==> config.mk <==
export PLATFORM = sky130hd
export DESIGN_NAME = hybrid_cache_line_ctrl
export DESIGN_NICKNAME = d
export VERILOG_FILES = /design/src/rtl/hybrid_cache_line_ctrl.sv
export SDC_FILE = /design/constraint.sdc
export NUM_CORES = 1
export LEC_CHECK = 0
export BUFFER_PORTS_ARGS = -buffer_cell sky130_fd_sc_hd__buf_2
export CAP_MARGIN = 5
export CELL_PAD_IN_SITES_DETAIL_PLACEMENT = 0
export CELL_PAD_IN_SITES_GLOBAL_PLACEMENT = 1
export CORE_ASPECT_RATIO = 0.8
export CORE_MARGIN = 2
export CORE_UTILIZATION = 37
export CTS_BUF_LIST = sky130_fd_sc_hd__clkbuf_4
export DETAILED_ROUTE_END_ITERATION = 12
export GPL_TIMING_DRIVEN = 0
export PLACE_DENSITY_LB_ADDON = 0.1
export SLEW_MARGIN = 20
export SYNTH_ARGS = -nofsm -noshare
export SYNTH_HDL_FRONTEND = slang
export SYNTH_SLANG_ARGS = --single-unit
export TNS_END_PERCENT = 30
==> constraint.sdc <==
create_clock -name clk -period 5.3 [get_ports clk]
set_input_delay 0 -clock clk [delete_from_list [all_inputs] [get_ports clk]]
set_output_delay 0 -clock clk [all_outputs]
set_load 0.02 [all_outputs]
==> src/rtl/hybrid_cache_line_ctrl.sv <==
// Hybrid cache line write-port controller: sequences line refills and arbitrates CPU stores.
// Optional feature macro: HYBRID_CACHE_CRITICAL_WORD_FIRST_EN (refill starts at the missed word).
module hybrid_cache_line_ctrl #(
  parameter int unsigned ADDRBITS    = 32,
  parameter int unsigned DATABITS    = 32,
  parameter int unsigned LSBBITS     = 7,
  parameter int unsigned WORDLENBITS = 2,
  parameter int unsigned WORDIDXBITS = LSBBITS - 2
) (
  input  logic                   clk,
  input  logic                   reset,
  input  logic                   fill_req,
  input  logic [ADDRBITS-1:0]    fill_addr,
  output logic                   fill_busy,
  output logic                   fill_done,
  output logic                   mem_rd,
  output logic [ADDRBITS-1:0]    mem_addr,
  input  logic                   mem_valid,
  input  logic [DATABITS-1:0]    mem_data,
  input  logic                   cpu_we,
  input  logic [LSBBITS-1:0]     cpu_addr,
  input  logic [WORDLENBITS-1:0] cpu_wordlen,
  input  logic [DATABITS-1:0]    cpu_wdata,
  output logic                   cpu_stall,
  output logic                   cpu_misalign,
  output logic [LSBBITS-1:0]     line_mem_wraddr,
  output logic                   line_mem_we,
  output logic [DATABITS-1:0]    line_mem_in,
  output logic [WORDLENBITS-1:0] line_mem_in_wordlen
);

  localparam int unsigned BASEBITS = ADDRBITS - LSBBITS;
  localparam logic [WORDIDXBITS-1:0] LAST_BEAT = {WORDIDXBITS{1'b1}};
  localparam logic [WORDLENBITS-1:0] WL_BYTE = WORDLENBITS'(0);
  localparam logic [WORDLENBITS-1:0] WL_HALF = WORDLENBITS'(1);
  localparam logic [WORDLENBITS-1:0] WL_WORD = WORDLENBITS'(2);

  typedef enum logic [1:0] {IDLE, REQ, FILL, DONE} state_t;

  state_t                 state;
  state_t                 state_next;
  logic [BASEBITS-1:0]    line_base;
  logic [WORDIDXBITS-1:0] word_idx;
  logic [WORDIDXBITS-1:0] beat_cnt;
  logic [WORDIDXBITS-1:0] next_idx;
  logic [WORDIDXBITS-1:0] start_idx;
  logic                   store_legal;
  logic                   last_beat;

`ifdef HYBRID_CACHE_CRITICAL_WORD_FIRST_EN
  logic [1:0] unused_byte_lsb;
  assign unused_byte_lsb = fill_addr[1:0];
  assign start_idx       = fill_addr[LSBBITS-1:2];
`else
  logic [LSBBITS-1:0] unused_line_offset;
  assign unused_line_offset = fill_addr[LSBBITS-1:0];
  assign start_idx          = '0;
`endif

  assign next_idx  = word_idx + WORDIDXBITS'(1);
  assign last_beat = (state == FILL) && mem_valid && (beat_cnt == LAST_BEAT);

  // Legal store size/offset pairs; anything else is dropped and flagged
  always_comb begin
    store_legal = 1'b0;
    case (cpu_wordlen)
      WL_BYTE: store_legal = 1'b1;
      WL_HALF: store_legal = ~cpu_addr[0];
      WL_WORD: store_legal = (cpu_addr[1:0] == 2'b00);
      default: store_legal = 1'b0;
    endcase
  end

  always_ff @(posedge clk) begin
    if (reset) state <= IDLE;
    else       state <= state_next;
  end

  always_comb begin
    state_next = state;
    case (state)
      IDLE:    if (fill_req) state_next = REQ;
      REQ:     state_next = FILL;
      FILL:    if (last_beat) state_next = DONE;
      DONE:    state_next = IDLE;
      default: state_next = IDLE;
    endcase
  end

  always_comb begin
    fill_busy = 1'b0;
    fill_done = 1'b0;
    mem_rd    = 1'b0;
    case (state)
      REQ:     fill_busy = 1'b1;
      FILL: begin
        fill_busy = 1'b1;
        mem_rd    = 1'b1;
      end
      DONE:    fill_done = 1'b1;
      default: ;
    endcase
    cpu_stall = (state != IDLE) && cpu_we;
  end

  // Write port: CPU stores in IDLE, refill beats in FILL
  always_ff @(posedge clk) begin
    if (reset) begin
      line_base           <= '0;
      word_idx            <= '0;
      beat_cnt            <= '0;
      mem_addr            <= '0;
      line_mem_we         <= 1'b0;
      line_mem_wraddr     <= '0;
      line_mem_in         <= '0;
      line_mem_in_wordlen <= '0;
      cpu_misalign        <= 1'b0;
    end else begin
      line_mem_we  <= 1'b0;
      cpu_misalign <= 1'b0;
      case (state)
        IDLE: begin
          if (cpu_we) begin
            if (store_legal) begin
              line_mem_we         <= 1'b1;
              line_mem_wraddr     <= cpu_addr;
              line_mem_in         <= cpu_wdata;
              line_mem_in_wordlen <= cpu_wordlen;
            end else begin
              cpu_misalign <= 1'b1;
            end
          end
          if (fill_req) begin
            line_base <= fill_addr[ADDRBITS-1:LSBBITS];
            word_idx  <= start_idx;
          end
        end
        REQ: begin
          beat_cnt <= '0;
          mem_addr <= {line_base, word_idx, 2'b00};
        end
        FILL: begin
          if (mem_valid) begin
            line_mem_we         <= 1'b1;
            line_mem_wraddr     <= {word_idx, 2'b00};
            line_mem_in         <= mem_data;
            line_mem_in_wordlen <= WL_WORD;
            word_idx            <= next_idx;
            beat_cnt            <= beat_cnt + WORDIDXBITS'(1);
            mem_addr            <= {line_base, next_idx, 2'b00};
          end
        end
        default: ;
      endcase
    end
  end

endmodule

* Word level (Yosys, flattened, before mapping)
Index checks and enable logic that the tools add are counted.
** Operators by class
- Equality and inequality tests :: 11
- Muxes and demuxes :: 31
- Bitwise operators :: 3
- Add/sub/neg operators :: 2
- Reduce and logical (&&, ||, !) cells :: 16
** Operators with widths (count)
- $mux W32 :: 4
- $pmux W32 S2 :: 2
- $mux W7 :: 3
- $pmux W5 S2 :: 2
- $mux W5 :: 3
- $pmux W7 S2 :: 1
- $add A5 B1 Y5 const B :: 2
- $mux W2 :: 5
- $ne A2 B2 Y1 const B :: 5
- $pmux W2 S4 :: 1
- $mux W1 :: 7
- $eq A2 B2 Y1 const B :: 3
- $logic_not A2 Y1 :: 3
- $reduce_and A2 Y1 :: 3
- $reduce_bool A2 Y1 :: 3
- $eq A5 B5 Y1 const B :: 1
- $eq A2 B1 Y1 const B :: 2
- $pmux W2 S2 :: 1
- $reduce_and A4 Y1 :: 1
- $logic_and A1 B1 Y1 :: 3
- $not A1 Y1 :: 3
- $pmux W1 S3 :: 1
- $reduce_and A3 Y1 :: 1
- $reduce_or A3 Y1 :: 1
- 2 further kinds :: 2
** Storage, ports and cells
- Word-level logic and storage cells :: 73
- Input port bits :: 110
- Bits in registers :: 112
- Output and inout port bits :: 79

* Longest topological paths before layout
- Word-level depth :: 5
- Depth in mapped cells :: 9
- Depth with buffers taken out :: 7

* Least setup slack after synthesis
Ideal clock, no wire load.
- Kind :: flip-flop to flip-flop
- From :: register state[0]
- To :: register line_mem_in[26]
- Required time :: 5.178 ns
- Cell stages (with the launch flop) :: 9
- Arrival time :: 1.893 ns
- Buffers on the path :: 3
- Library setup time :: 0.122 ns
- Clock period less this slack :: 2.015 ns
- Setup slack :: 3.285 ns
- Cells stage by stage :: dfxtp_1 inv_1 ha_1 buf_4 mux2_4 o211a_2 buf_6 buf_6 o311a_1
** Between the ends
- Longest elaborated chain between the ends :: 3
- Elaborated cells on any way between the ends :: 8
- Those cells by class :: 4 x eq/ne; 1 x mux; 3 x reduce/logical
** Ends and longest elaborated chain
- start: declaration :: RTL line 40 : state_t state;
- start signal: assignment :: RTL line 76 : else state <= state_next;
- $eq A2 B2 Y1 or $logic_not A2 Y1 (tied branches) :: RTL line 121 : case (state)
- $ne A2 B2 Y1 (no line) or $reduce_bool A2 Y1 (tied branches)
- $reduce_and A4 Y1 (no line)
- end signal: assignment :: RTL line 127 : line_mem_in <= cpu_wdata;
- end signal: assignment :: RTL line 146 : line_mem_in <= mem_data;
- end: declaration :: RTL line 28 : output logic [DATABITS-1:0] line_mem_in,
Several ways; a longest one is shown, not always the timed one.
A chain may end at the register's enable or synchronous reset.

* Final worst setup path
- From :: register state[0]
- To :: register line_mem_in[24]
The elaborated chain is that of the path after synthesis.

==> run metrics <==
ant diodes=0; Gate power share=0.471; Vias/cell=4.95; Crit path top cell by count=buf_4; Mapped Area=4670 um^2; Yosys top cell area share=0.472; Sink Count=110; FFs w/ async S/R, synth=0; nets=~940; Routed WL per cell=around 15 um; YS warnings=0; PD cells=426 nW/um^2; switching power=about 1.2 mW; Clk Tree Root Cell=clkbuf_4; Register Area=2200 um^2; Post-synth top flop=dfxtp_1; HPWL Detailed=between 10000 and 15000 um; clock latency on the worst-skew pair=approximately 0.46 ns; Starting DRT DRC Count=about 220; maxcap violations=0; Initial DRT Pass Iterations=4; H-tree Lvls=3; Die Height=between 100 and 150 um; clk slew on worst S/H paths=between 0.15 and 0.2 ns; Critical Path RT=approximately 5.7 ns; GP Congestion=between 0.7 and 0.8; synthesized instance count=between 500 and 600; total wire length=~15000 um; largest net degree at the start of global routing=19; layout cells sized above 1=0.260; Num CTS Buffers=9; RSZ-0062 raised after global routing=false; Setup Buffers After CTS=0; Clock Power Share=0.161; Final ANT Viol Nets=0; Die W=approximately 130 um; number of synthesized flops with an enable pin=0; Hold Path Class=in2reg; slowest stage cell, crit path=dlygate4sd3_1; P_leak=3.15 nW; Synth area leaders=dfxtp_1 47%, nand2_1 8.8%, mux2i_1 8.6%, o311a_1 7.9%, a21oi_1 7.0%; slowest stage delay, CP=~0.56 ns; # rows=36; CP Class=reg2reg; antenna violations before repair=0; Largest delay share family, worst path=buffers and inverters; fmax=roughly 380 MHz; Least-Margin Pin Slew=0.586 ns; die area=around 14000 um^2; Final Hold Viols=0; switching share of power=0.405; Max-slew headroom=0.610; Starting Density=0.381; cells along the critical path=inv_1 > ha_1 > buf_4 > buf_4 > buf_2 > mux2i_1 > dlygate4sd3_1 > o21ai_0 > o311a_1; core box area=around 12000 um^2; area of the multi-input gates=2200 um^2; WHS=0.162 ns; CP Launch Type=flop; number of global-route vias before repair=4959; post_cts resized=0; Post-synth top cells=110 x dfxtp_1, 110 x nand2_1, 65 x a21oi_1, 40 x mux2i_1; Final Slew Violations=0; filler cell count=approximately 1200; first-pass GRT wire length=between 20000 and 25000 um; Seq/Total Area, Yosys=0.472; period utilization=0.499; Ports=189; sequential share of power=0.368; drt drc=0; Critical Path AT=roughly 3.0 ns; maximum fanout along the worst path=10; Max VDD drop=between 150 and 200 uV; Synth Register Bits=110; syn_area_per_cell=around 9 um^2; Netlist cell types=35; clock period minus final worst setup slack=2.64 ns; Synth area leader=dfxtp_1; Max clock buf depth=2; GR Overflow Total=0; Int Pwr=between 1.5 and 2 mW; Syn-to-layout area delta=50.1%; run status=finished, final reports clean; # port buffers=~180; Crit. End Element=flop; CTS tree=done; final setup fails=0; All-Layer GR Usage=0.219; crit path buf inv count=5; r2r setup slk=2.66 ns; Vias=4951; skew final=between 0.015 and 0.02 ns; Total Neg Setup Slack=0 ns
## per-layer routing
layer | global-route usage | vias up | routed length (um)
met3 | 0.0530 | 22 | 836
met4 | 0.0599 | 0 | 250
met2 | 0.367 | 137 | 6870
li1 | - | 2464 | -
met1 | 0.281 | 2328 | 6770
met5 | 0 | - | 0
## worst reg2reg max path, stage by stage, from the launching register on
cell           delay [ns]
dfxtp_1              0.37
inv_1                0.11
ha_1                 0.23
buf_4                0.21
buf_4                0.22
buf_2                0.33
mux2i_1              0.24
dlygate4sd3_1        0.56
o21ai_0              0.12
o311a_1              0.17
## layout make-up
cell class / instances / share of cell area
Timing Repair Buffer: 284 / 0.279
Sequential cell: 110 / 0.314
Tap cell: 171 / 0.0305
Multi-Input combinational cell: 366 / 0.314
Buffer: 49 / 0.0352
Inverter: 5 / 0.00268
Clock buffer: 10 / 0.0107
Clock inverter: 6 / 0.0134
## cells in the final DEF, fill, tap and decap left out, drive strengths merged
cell         count
and3             1
and2             2
mux2             1
mux2i           40
nor2            18
ha               9
o211a            1
buf            198
o211ai           1
nand4b           1
clkinvlp         1
o31ai            1
a21oi           65
dlygate4sd3    106
a211oi           4
o22ai            2
o21ai           38
nand3           11
nand2          110
or3              1
clkinv           2
o221a            1
a21o             1
a41oi            1
xnor2            3
clkbuf          39
nor2b            4
conb             2
nor3             7
inv              6
or2              2
a32oi            2
dfxtp          110
o311a           37
bufinv           2
## metrics by stage
step / util / setup WS [ns] / std cells / instance area [um^2] / power, mW
final: 0.572 / 2.66 / 1001 / 7000 / 2.98
after global routing: 0.572 / 2.50 / 1001 / 7000 / 3.19
after CTS: 0.572 / 2.68 / 1001 / 7000 / 3.00
after detailed placement: 0.471 / 2.84 / 879 / 5770 / 2.38
after global placement: 0.471 / 2.95 / 879 / 5770 / 2.35
after floorplan: - / 3.29 / 530 / 4670 / 1.97
## registers in the layout (all words and copies together) (netlist names)
name	cells
beat_cnt	5
line_base	25
line_mem_we	1
word_idx	5
mem_addr	30
cpu_misalign	1
line_mem_in	32
line_mem_in_wordlen	2
line_mem_wraddr	7
state	2
## power by group through the flow
stage	sequential, mW	combinational [mW]	clock (mW)
3_3_place_gp	1.11	1.25	0
6_report	1.10	1.40	0.482
2_1_floorplan	1.26	0.710	0
4_1_cts	1.10	1.41	0.499
3_5_place_dp	1.11	1.27	0
5_1_grt	1.12	1.54	0.533
## timing repair
| action | in CTS | in global routing |
|---|---|---|
| endpoints found under the setup margin | 0 | 0 |
| hold buffers | 106 | 0 |
| hold endpoints to repair | 71 | 0 |
## final timing paths
path | cells past startpoint | to | from
max | 9 | line_mem_in[24]$_SDFFE_PP0P_ | state[0]$_SDFFE_PP0P_
min reg2reg | 2 | mem_addr[10]$_SDFFE_PP0P_ | mem_addr[10]$_SDFFE_PP0P_
max reg2reg | 9 | line_mem_in[24]$_SDFFE_PP0P_ | state[0]$_SDFFE_PP0P_
min | 3 | mem_addr[4]$_SDFFE_PP0P_ | reset
## logic make-up (layout without fill, tap and decap cells)
| logic type | count (synthesis) | count (layout) | synth area share |
|---|---|---|---|
| fa+ha+maj | 9 | 9 | 0.0241 |
| other cells | 1 | 2 | 0.000804 |
| compound gates | 154 | 154 | 0.214 |
| buf+inv | 54 | 354 | 0.0569 |
| simple gates | 157 | 157 | 0.138 |
| flops | 110 | 110 | 0.472 |
| xor+xnor | 3 | 3 | 0.00563 |
| mux | 41 | 41 | 0.0890 |
Note: power is estimated with default switching activity, not from simulation.
